[src/rtl/dac_spi_multichannel_if.sv]
// Sample-vector handshake and DAC pin bundle for the multichannel LTC2624-class driver.
// The master is the upstream mixer side and the slave is the DAC driver.
interface dac_spi_multichannel_if #(
   parameter int DATA_W = 12,
   parameter int NUM_CH = 4
);
   logic [NUM_CH*DATA_W-1:0] sample_data;
   logic [NUM_CH-1:0]        ch_enable;
   logic                     sample_valid;
   logic                     sample_ready;
   logic                     busy;
   logic                     frame_done;
   logic                     MOSI;
   logic                     SCK;
   logic                     CS_N;
   logic                     CLR_N;

   modport master (
      output sample_data, ch_enable, sample_valid,
      input  sample_ready, busy, frame_done, MOSI, SCK, CS_N, CLR_N
   );

   modport slave (
      input  sample_data, ch_enable, sample_valid,
      output sample_ready, busy, frame_done, MOSI, SCK, CS_N, CLR_N
   );
endinterface

[src/rtl/dac_spi_multichannel.sv]
// Multichannel serial DAC driver: latches one sample vector, then sends one 32-bit
// frame per enabled channel in ascending order with its own SCK, CS_N and CLR_N.
module dac_spi_multichannel #(
   parameter int         DATA_W  = 12,
   parameter int         NUM_CH  = 4,
   parameter int         CLK_DIV = 1,
   parameter logic [3:0] COMMAND = 4'b0011
) (
   input logic                    clk,
   input logic                    rst,
   dac_spi_multichannel_if.slave  bus
);

   localparam int             CW       = (CLK_DIV > 1) ? $clog2(CLK_DIV) : 1;
   localparam logic [CW-1:0]  DIV_LAST = CW'(CLK_DIV - 1);

   // Channel selection has no state of its own: it is folded into the cycle that starts a frame.
   typedef enum logic [1:0] {IDLE, SHIFT, GAP, DONE} state_t;

   state_t                   state_r, state_s;
   logic [NUM_CH*DATA_W-1:0] data_r, data_s;
   logic [NUM_CH-1:0]        rem_r, rem_s;
   logic [31:0]              shreg_r, shreg_s;
   logic [6:0]               phase_r, phase_s;
   logic [CW-1:0]            div_r, div_s;
   logic                     sck_r, sck_s, cs_n_r, cs_n_s, mosi_r, mosi_s;
   logic                     busy_r, busy_s, done_r, done_s, ready_r, ready_s, clr_n_r;
   logic [NUM_CH-1:0]        src_mask_s;
   logic [NUM_CH*DATA_W-1:0] src_data_s;
   logic [4:0]               k_s;
   logic [31:0]              frame_s;

   function automatic logic [4:0] lowest(input logic [NUM_CH-1:0] m);
      lowest = 5'd0;
      for (int i = NUM_CH - 1; i >= 0; i--) begin
         if (m[i]) lowest = 5'(i);
      end
   endfunction

   function automatic logic [31:0] build_frame(input logic [4:0] k,
                                                input logic [NUM_CH*DATA_W-1:0] d);
      logic [DATA_W-1:0] s;
      logic [31:0]       f;
      s = '0;
      for (int i = 0; i < NUM_CH; i++) begin
         if (5'(i) == k) s = d[i*DATA_W +: DATA_W];
      end
      f = {8'hFF, COMMAND, k[3:0], 16'h0000};
      f[16-DATA_W +: DATA_W] = s;
      return f;
   endfunction

   // Next-state, datapath and output computation.
   always_comb begin
      state_s = state_r;  data_s = data_r;   rem_s = rem_r;   shreg_s = shreg_r;
      phase_s = phase_r;  div_s  = div_r;    sck_s = sck_r;   cs_n_s  = cs_n_r;
      mosi_s  = mosi_r;   busy_s = busy_r;   done_s = 1'b0;   ready_s = ready_r;
      if (state_r == GAP) begin
         src_mask_s = rem_r;
         src_data_s = data_r;
      end else begin
         src_mask_s = bus.ch_enable;
         src_data_s = bus.sample_data;
      end
      k_s     = lowest(src_mask_s);
      frame_s = build_frame(k_s, src_data_s);

      case (state_r)
         IDLE, DONE: begin
            ready_s = 1'b1;
            state_s = IDLE;
            if (bus.sample_valid && ready_r) begin
               data_s = bus.sample_data;
               if (src_mask_s != '0) begin
                  state_s = SHIFT;  shreg_s = frame_s;  mosi_s = frame_s[31];
                  cs_n_s  = 1'b0;   sck_s   = 1'b0;     busy_s = 1'b1;
                  ready_s = 1'b0;   phase_s = 7'd0;     div_s  = '0;
                  rem_s   = src_mask_s & (src_mask_s - NUM_CH'(1));
               end else begin
                  state_s = DONE;   done_s = 1'b1;   busy_s = 1'b0;   ready_s = 1'b1;
               end
            end else begin
               busy_s = 1'b0;
            end
         end
         SHIFT: begin
            if (div_r == DIV_LAST) begin
               div_s = '0;
               if (phase_r == 7'd63) begin
                  state_s = GAP;  phase_s = 7'd0;  cs_n_s = 1'b1;  sck_s = 1'b0;
               end else begin
                  phase_s = phase_r + 7'd1;
                  sck_s   = ~phase_r[0];
                  // Leaving an odd (SCK high) phase is a falling edge: advance MOSI.
                  if (phase_r[0]) begin
                     shreg_s = {shreg_r[30:0], 1'b0};
                     mosi_s  = shreg_r[30];
                  end else begin
                     shreg_s = shreg_r;
                  end
               end
            end else begin
               div_s = div_r + CW'(1);
            end
         end
         GAP: begin
            if (div_r == DIV_LAST) begin
               div_s = '0;
               if (phase_r == 7'd1) begin
                  if (rem_r != '0) begin
                     state_s = SHIFT;  shreg_s = frame_s;  mosi_s = frame_s[31];
                     cs_n_s  = 1'b0;   sck_s   = 1'b0;     phase_s = 7'd0;
                     rem_s   = rem_r & (rem_r - NUM_CH'(1));
                  end else begin
                     state_s = DONE;   done_s = 1'b1;   busy_s = 1'b0;   ready_s = 1'b1;
                  end
               end else begin
                  phase_s = phase_r + 7'd1;
               end
            end else begin
               div_s = div_r + CW'(1);
            end
         end
         default: begin
            state_s = IDLE;  cs_n_s = 1'b1;  sck_s = 1'b0;  busy_s = 1'b0;
         end
      endcase
   end

   // State and registered-output update with synchronous reset.
   always_ff @(posedge clk) begin
      if (rst) begin
         state_r <= IDLE;  data_r <= '0;    rem_r  <= '0;    shreg_r <= 32'h0;
         phase_r <= 7'd0;  div_r  <= '0;    sck_r  <= 1'b0;  cs_n_r  <= 1'b1;
         mosi_r  <= 1'b0;  busy_r <= 1'b0;  done_r <= 1'b0;  ready_r <= 1'b0;
         clr_n_r <= 1'b0;
      end else begin
         state_r <= state_s;  data_r <= data_s;  rem_r  <= rem_s;   shreg_r <= shreg_s;
         phase_r <= phase_s;  div_r  <= div_s;   sck_r  <= sck_s;   cs_n_r  <= cs_n_s;
         mosi_r  <= mosi_s;   busy_r <= busy_s;  done_r <= done_s;  ready_r <= ready_s;
         clr_n_r <= 1'b1;
      end
   end

   assign bus.SCK          = sck_r;
   assign bus.CS_N         = cs_n_r;
   assign bus.MOSI         = mosi_r;
   assign bus.CLR_N        = clr_n_r;
   assign bus.busy         = busy_r;
   assign bus.frame_done   = done_r;
   assign bus.sample_ready = ready_r;

endmodule

[src/flat_wrapper.sv]
// flat-port wrapper written by rule: the top's interface ports become plain ports
module dac_spi_multichannel_flat 
#(
   parameter int         DATA_W  = 12,
   parameter int         NUM_CH  = 4,
   parameter int         CLK_DIV = 1,
   parameter logic [3:0] COMMAND = 4'b0011
)
  (clk, rst, bus_sample_data, bus_ch_enable, bus_sample_valid, bus_sample_ready, bus_busy, bus_frame_done, bus_MOSI, bus_SCK, bus_CS_N, bus_CLR_N);
  dac_spi_multichannel_if #(.DATA_W(DATA_W), .NUM_CH(NUM_CH)) bus_i ();
  input logic clk;
  input logic rst;
  input wire logic [$bits(bus_i.sample_data)-1:0] bus_sample_data;
  input wire logic [$bits(bus_i.ch_enable)-1:0] bus_ch_enable;
  input wire logic [$bits(bus_i.sample_valid)-1:0] bus_sample_valid;
  output wire logic [$bits(bus_i.sample_ready)-1:0] bus_sample_ready;
  output wire logic [$bits(bus_i.busy)-1:0] bus_busy;
  output wire logic [$bits(bus_i.frame_done)-1:0] bus_frame_done;
  output wire logic [$bits(bus_i.MOSI)-1:0] bus_MOSI;
  output wire logic [$bits(bus_i.SCK)-1:0] bus_SCK;
  output wire logic [$bits(bus_i.CS_N)-1:0] bus_CS_N;
  output wire logic [$bits(bus_i.CLR_N)-1:0] bus_CLR_N;
  assign bus_i.sample_data = bus_sample_data;
  assign bus_i.ch_enable = bus_ch_enable;
  assign bus_i.sample_valid = bus_sample_valid;
  assign bus_sample_ready = bus_i.sample_ready;
  assign bus_busy = bus_i.busy;
  assign bus_frame_done = bus_i.frame_done;
  assign bus_MOSI = bus_i.MOSI;
  assign bus_SCK = bus_i.SCK;
  assign bus_CS_N = bus_i.CS_N;
  assign bus_CLR_N = bus_i.CLR_N;
  dac_spi_multichannel #(.DATA_W(DATA_W), .NUM_CH(NUM_CH), .CLK_DIV(CLK_DIV), .COMMAND(COMMAND)) u_core (.clk(clk), .rst(rst), .bus(bus_i));
endmodule
[config.mk]
export PLATFORM = sky130hd
export DESIGN_NAME = dac_spi_multichannel_flat
export DESIGN_NICKNAME = d
export VERILOG_FILES = /design/src/rtl/dac_spi_multichannel_if.sv /design/src/rtl/dac_spi_multichannel.sv /design/src/flat_wrapper.sv
export SDC_FILE = /design/constraint.sdc
export NUM_CORES = 1
export LEC_CHECK = 0
export BUFFER_PORTS_ARGS = -buffer_cell sky130_fd_sc_hd__buf_2
export CAP_MARGIN = 20
export CORE_UTILIZATION = 50
export CTS_CLUSTER_SIZE = 8
export DETAILED_ROUTE_END_ITERATION = 6
export GPL_ROUTABILITY_DRIVEN = 0
export PLACE_DENSITY = 0.76
export SETUP_SLACK_MARGIN = 0.1
export SLEW_MARGIN = 20
export SYNTH_ARGS = -nofsm -noshare
export SYNTH_HDL_FRONTEND = slang
export SYNTH_SLANG_ARGS = --single-unit
export TNS_END_PERCENT = 30
[constraint.sdc]
create_clock -name clk -period 3.7 [get_ports clk]
set_clock_uncertainty 0.05 [all_clocks]
set_input_delay 0.185 -clock clk [delete_from_list [all_inputs] [get_ports clk]]
set_output_delay 0.185 -clock clk [all_outputs]
set_load 0.02 [all_outputs]
==> metrics.yaml, run 1 <==
pwr:
  power_density_nw_per_um2: 415.0
  p_leak_nw: 1.930
  total_power_mw: 2.170
  irDropWorstVdd_v: 0.0002487
logic_synthesis:
  netlist_area_sq_um: 4715
  ys_seq_area_share_pct: 39.92
  synthFlopType: "dfxtp_1"
  synth_seq_cells: 94
  synth_area_leaders: "dfxtp_1 40%, nand2_1 8.4%, mux2i_1 7.6%"
  yosysTopAreaCell: "dfxtp_1"
  yosysTopAreaCellShare_pct: 39.92
  avgSynthCellArea_sq_um: 8.449
  synth_edf_count: 0
  ys_warn_count: 0
  syn_nets: 617
  ys_types: 56
  async_flop_share_pct: 0
  netlist_instances: 558
drt:
  wl_um: 11690
  routed_via_density: 6.123
  first_pass_iters: 6
  drtAntennaViolNets: 0
  drtIter0Drc: 367
  vias: 4347
  route.detailed.drc: 0
  wl_per_cell_um: 16.46
worst_setup_path:
  cp-end-kind: "flop"
  slowest_stage: "ha_2"
  crit_arrival_ns: 2.99
  crit_buf_inv: 1
  cpLargestDelayFamily: "compound AO/OA/AOI/OAI gates"
  worstPathCellList: "ha_2 > nor2b_1 > a32oi_1 > buf_4 > and2_1 > a21o_1 > a32o_1"
  crit_fanout: 25
  critical_path_class: "reg2reg"
  startpoint_type: "flop"
  worst-endpoint-required_ns: 3.94
  worst_path_largest_cell_delay_ns: 0.59
final_layout:
  antenna_cells: 0
  final_cell_area_sq_um: 5230
  syn2layout_area_growth_pct: 10.93
  layout_common_cells: "106 x nand2_1, 94 x dfxtp_1, 68 x a21oi_1, 61 x buf_2, 36 x mux2i_1"
  nets: 654
  final_cells: 710
  fillers: 819
  layout_commonest_cell: "nand2_1"
  layout-drive-gt1-share_pct: 16.19
placed_design:
  port_buffers: 61
  placed_area_sq_um: 5020
  dp.cells: 693
  hpwl_um: 7818
grt:
  grt.overflow.total: 0
  grt_first_pass_wirelength_um: 19040
  grt.total_usage_pct: 24.24
  grt_max_degree: 70
  first_global_vias: 3971
  antenna_found_initial: 0
hold_path:
  hold_class: "in2reg"
sta:
  slew_violations: 0
  setup_tns_ns: 0
  rsz0062_at_grt: "false"
  worst_pin_slew_ns: 1.068
  clock.fmax_mhz: 364.3
  fin_crit_ns: 2.745
  finalHoldViolCount: 0
  finalCritPeriodShare_pct: 74.18
  finalSetupViolCount: 0
  relSlewSlack_pct: 28.66
clocking:
  cts-resized-gates: 0
  clk_path_buf_depth: 2
  cts_hold_buffers: 1
  cts_root_buf: "clkbuf_8"
  clock-sinks: 94
  cts.clk_slew.worst_paths_ns: 0.10
  worstSkewPairLatency_ns: 0.36
  tritoncts: "yes"
  ctsHtreeMaxLevel: 3
  cts-buffers-inserted: 9
  cts_setup_buffers: 0
job:
  cap_violations: 0
floorplan:
  io_pins: 62
  fp.coreArea_sq_um: 9196
  row_count: 35
  die_w_um: 99.11
  die_area_sq_um: 9822
  die-height_um: 99.11
  initial_core_util_pct: 51.27
status:
  status: "finished, final reports clean"
## cell families (layout without fill, tap and decap cells)
group           count (synthesis)  count (layout)  synth area share (%)
flops                          94              94                 39.91
xor+xnor                        4               4                0.7432
fa+ha+maj                       4               4                 1.062
mux                            36              36                 7.643
buf+inv                        63             104                 5.865
simple gates                  170             170                 16.88
compound gates                187             187                 27.89
## report_power, final
group / internal [mW] / leakage (nW) / switching, mW
Clock: 0.314 / 0.0961 / 0.373
Combinational: 0.144 / 1.07 / 0.225
Sequential: 1.08 / 0.767 / 0.0385
## state kept, by name (all words and copies together), names as in the netlist
signal,count
u_core.state_r,2
u_core.shreg_r,27
u_core.bus.SCK,1
u_core.bus.busy,1
u_core.data_r,48
u_core.phase_r,7
u_core.bus.sample_ready,1
u_core.rem_r,3
u_core.bus.CLR_N,1
u_core.bus.CS_N,1
u_core.bus.MOSI,1
u_core.bus.frame_done,1
## per-layer routing
metal  share of wire, %  track usage, %
met5                  0               0
met4                1.2           6.335
met3                5.9           4.849
met2                 48           39.91
met1                 45           32.70
## cell type report
class,instances,area (sq um),share of cell area (%)
multi-input cells,401,2559,48.92
flip-flops and latches,94,1882,35.98
repair buffers,73,397.9,7.608
well taps,111,138.9,2.655
clock buffers,9,123.9,2.368
clock inverters,6,68.82,1.316
inverters,16,60.06,1.148
## path summary, 6_finish.rpt
| path | startpoint | to | slack [ns] | cells past startpoint |
|---|---|---|---|---|
| min | bus_sample_data[16] | u_core.data_r[16]$_SDFFE_PP0P_ | 0.01 | 3 |
| max reg2reg | u_core.state_r[1]$_SDFFE_PP0P_ | u_core.shreg_r[12]$_SDFFE_PP0P_ | 0.96 | 7 |
| min reg2reg | u_core.data_r[40]$_SDFFE_PP0P_ | u_core.data_r[40]$_SDFFE_PP0P_ | 0.41 | 2 |
| max | u_core.state_r[1]$_SDFFE_PP0P_ | u_core.shreg_r[12]$_SDFFE_PP0P_ | 0.96 | 7 |
## worst min-delay path: stages
cell     delay (ns)
buf_2          0.10
nand2_1        0.05
a21oi_1        0.05
## per-stage QoR
step | hold slack, ns | worst slack, ns | utilization (%)
global route | 0.006801 | 0.7859 | 56.87
finish | 0.01180 | 0.9552 | 56.87
global placement | 0.3855 | 1.000 | 54.58
CTS | 0.004023 | 0.8042 | 56.79
floorplan | 0.2710 | 1.593 | -
detailed placement | 0.3920 | 0.8460 | 54.58
## cells in the mapped netlist, drive strengths merged, types with 11 or more instances
cell type	instances
a32o	11
nor2	17
buf	15
o2111a	11
a21oi	68
mux2i	36
nand2	107
o221ai	11
a222oi	12
a21o	12
o21ai	31
inv	16
dfxtp	94
clkbuf	32
Note: power is estimated with default switching activity, not from simulation.
==> inputs of run 2 (changes only) <==
- PLACE_DENSITY: 0.76 -> 0.78
- clock period: 3.7 -> 2.5 ns (I/O delays scaled with it)
==> run 2 against run 1 <==
Compared with the run above:
- the run now ends with design-rule violations left
- core utilization grew 7.0 points
- global-route usage is 3.3 points higher
- non-clock buffer count increased by 57
- maximum frequency rose by 17%
- final cell count grew 8.2%
- clock power increased by 66%
- final area rose by 12%
- total power is 58% higher
- via count grew 8.8%
- routed wire length up 16%
- die area is the same
- largest cell class unchanged
- largest power group unchanged
==> metrics.yaml, run 2 (same netlist as run 1, synthesis figures left out) <==
status:
  status: "complete, but fails checks"
  violations: "design-rule violations"
clocking:
  clk_path_buf_depth: 2
  worstSkewPairLatency_ns: 0.37
  cts.clk_slew.worst_paths_ns: 0.10
  clock-sinks: 94
  ctsHtreeMaxLevel: 3
  cts_setup_buffers: 0
  tritoncts: "yes"
  cts_root_buf: "clkbuf_8"
  cts-buffers-inserted: 9
worst_setup_path:
  worst-endpoint-required_ns: 2.71
  crit_fanout: 17
  startpoint_type: "flop"
  crit_arrival_ns: 2.57
  cp-end-kind: "flop"
  critical_path_class: "reg2reg"
  crit_start: "u_core.state_r[0]$_SDFFE_PP0P_"
  r2r-start: "u_core.state_r[0]$_SDFFE_PP0P_"
drt:
  route.detailed.drc: 1
  drtAntennaViolNets: 0
  vias: 4730
  wl_per_cell_um: 17.73
  wl_um: 13610
  routed_via_density: 6.159
  first_pass_iters: 7
  drtIter0Drc: 478
pwr:
  combPwrFrac_pct: 18.8
  seqPwrFrac_pct: 48.1
  power_density_nw_per_um2: 584.9
  intPower_mw: 2.441
  swShare_pct: 29.00
  irDropWorstVdd_v: 0.0002405
  power_frac_clock_pct: 33.1
  switchingPower_mw: 0.9972
  p_leak_nw: 2.212
grt:
  antenna_found_initial: 0
  grt_max_degree: 70
  grt.total_usage_pct: 27.53
  first_global_vias: 4356
  grt.overflow.total: 0
  grt_first_pass_wirelength_um: 21560
final_layout:
  largest_register_ffs: 48
  layout_commonest_cell: "nand2_1"
  layout-drive-gt1-share_pct: 17.20
  reg_top3: "u_core.data_r x48, u_core.shreg_r x27, u_core.phase_r x7"
  antenna_cells: 0
  regMostFlops: "u_core.data_r"
  syn2layout_area_growth_pct: 24.68
  nets: 711
  fillers: 737
  layout_common_cells: "106 x nand2_1, 94 x dfxtp_1, 68 x a21oi_1, 61 x buf_2, 48 x dlygate4sd3_1"
sta:
  slew_violations: 0
  finalHoldViolCount: 0
  clock.fmax_mhz: 424.8
  worst_pin_slew_ns: 0.7456
  setup_tns_ns: 0
  finalSetupViolCount: 0
  finalCritPeriodShare_pct: 94.16
  worst_slack_ns: 0.1459
  rsz0062_at_grt: "true"
  relSlewSlack_pct: 50.29
  fin_crit_ns: 2.354
placed_design:
  hpwl_um: 8352
  place_ws_ns: 0.06589
  port_buffers: 61
floorplan:
  die_area_sq_um: 9822
  row_count: 35
  initial_core_util_pct: 51.27
  fp.coreArea_sq_um: 9196
  io_pins: 62
  die_w_um: 99.11
  die-height_um: 99.11
job:
  cap_violations: 0
hold_path:
  hold_class: "in2reg"
  hp-start: "bus_ch_enable[1]"
run 2: per-stage QoR:
| stage | instance area (sq um) | hold WS [ns] | power, mW | utilization, % | cells |
|---|---|---|---|---|---|
| floorplan | 4715 | 0.2110 | 2.054 | - | 558 |
| global placement | 5120 | 0.3283 | 2.226 | 55.67 | 703 |
| detailed placement | 5120 | 0.3340 | 2.245 | 55.67 | 703 |
| CTS | 5822 | 0.05558 | 3.420 | 63.31 | 767 |
| global route | 5878 | 0.06968 | 3.573 | 63.92 | 768 |
| finish | 5878 | 0.06690 | 3.438 | 63.92 | 768 |
run 2: cell type report:
cell class | instances | area, sq um | area share (%)
clock buffer | 9 | 123.9 | 2.107
clock inverter | 7 | 96.34 | 1.639
inverter | 16 | 60.06 | 1.022
multi-input combinational | 401 | 2584 | 43.95
sequential | 94 | 1882 | 32.01
tap | 111 | 138.9 | 2.363
timing repair buffer | 130 | 993.5 | 16.90
run 2: worst paths after layout:
path	slack, ns	end	depth (start not counted)
setup / recovery	0.15	u_core.shreg_r[6]$_SDFFE_PP0P_	10
hold / removal	0.07	u_core.rem_r[1]$_SDFFE_PP0P_	3
hold reg to reg	0.41	u_core.bus.SCK$_SDFFE_PP0P_	2
setup reg to reg	0.15	u_core.shreg_r[6]$_SDFFE_PP0P_	10
run 2: repair_timing:
item,4_1_cts,5_1_grt
endpoints found under the hold margin,48,0
setup endpoints to repair,11,19
resized for setup,1,6
pin swaps,0,0
cloned,0,1
hold buffers,48,0
run 2: power by group through the flow:
stage	Sequential, mW	Clock, mW	Combinational (mW)
2_1_floorplan	1.68	0	0.379
3_3_place_gp	1.68	0	0.546
3_5_place_dp	1.68	0	0.562
4_1_cts	1.65	1.15	0.624
5_1_grt	1.66	1.21	0.701
6_report	1.65	1.14	0.648
run 2: metal layers:
| layer | up-vias | routed length [um] | global-route usage [%] |
|---|---|---|---|
| met3 | 34 | 1018 | 4.989 |
| met5 | - | 0 | 0 |
| met1 | 2217 | 5913 | 37.42 |
| li1 | 2237 | - | - |
| met2 | 242 | 6371 | 44.16 |
| met4 | 0 | 311 | 9.615 |
run 2: critical path: stages, from the launching register on:
cell and delay [ns]:
dfxtp_1 0.39, inv_1 0.09, ha_4 0.20, buf_4 0.21, buf_16 0.18, nor2b_2 0.16
a32oi_1 0.07, buf_4 0.20, and2_2 0.27, a21o_1 0.19, a32o_1 0.22
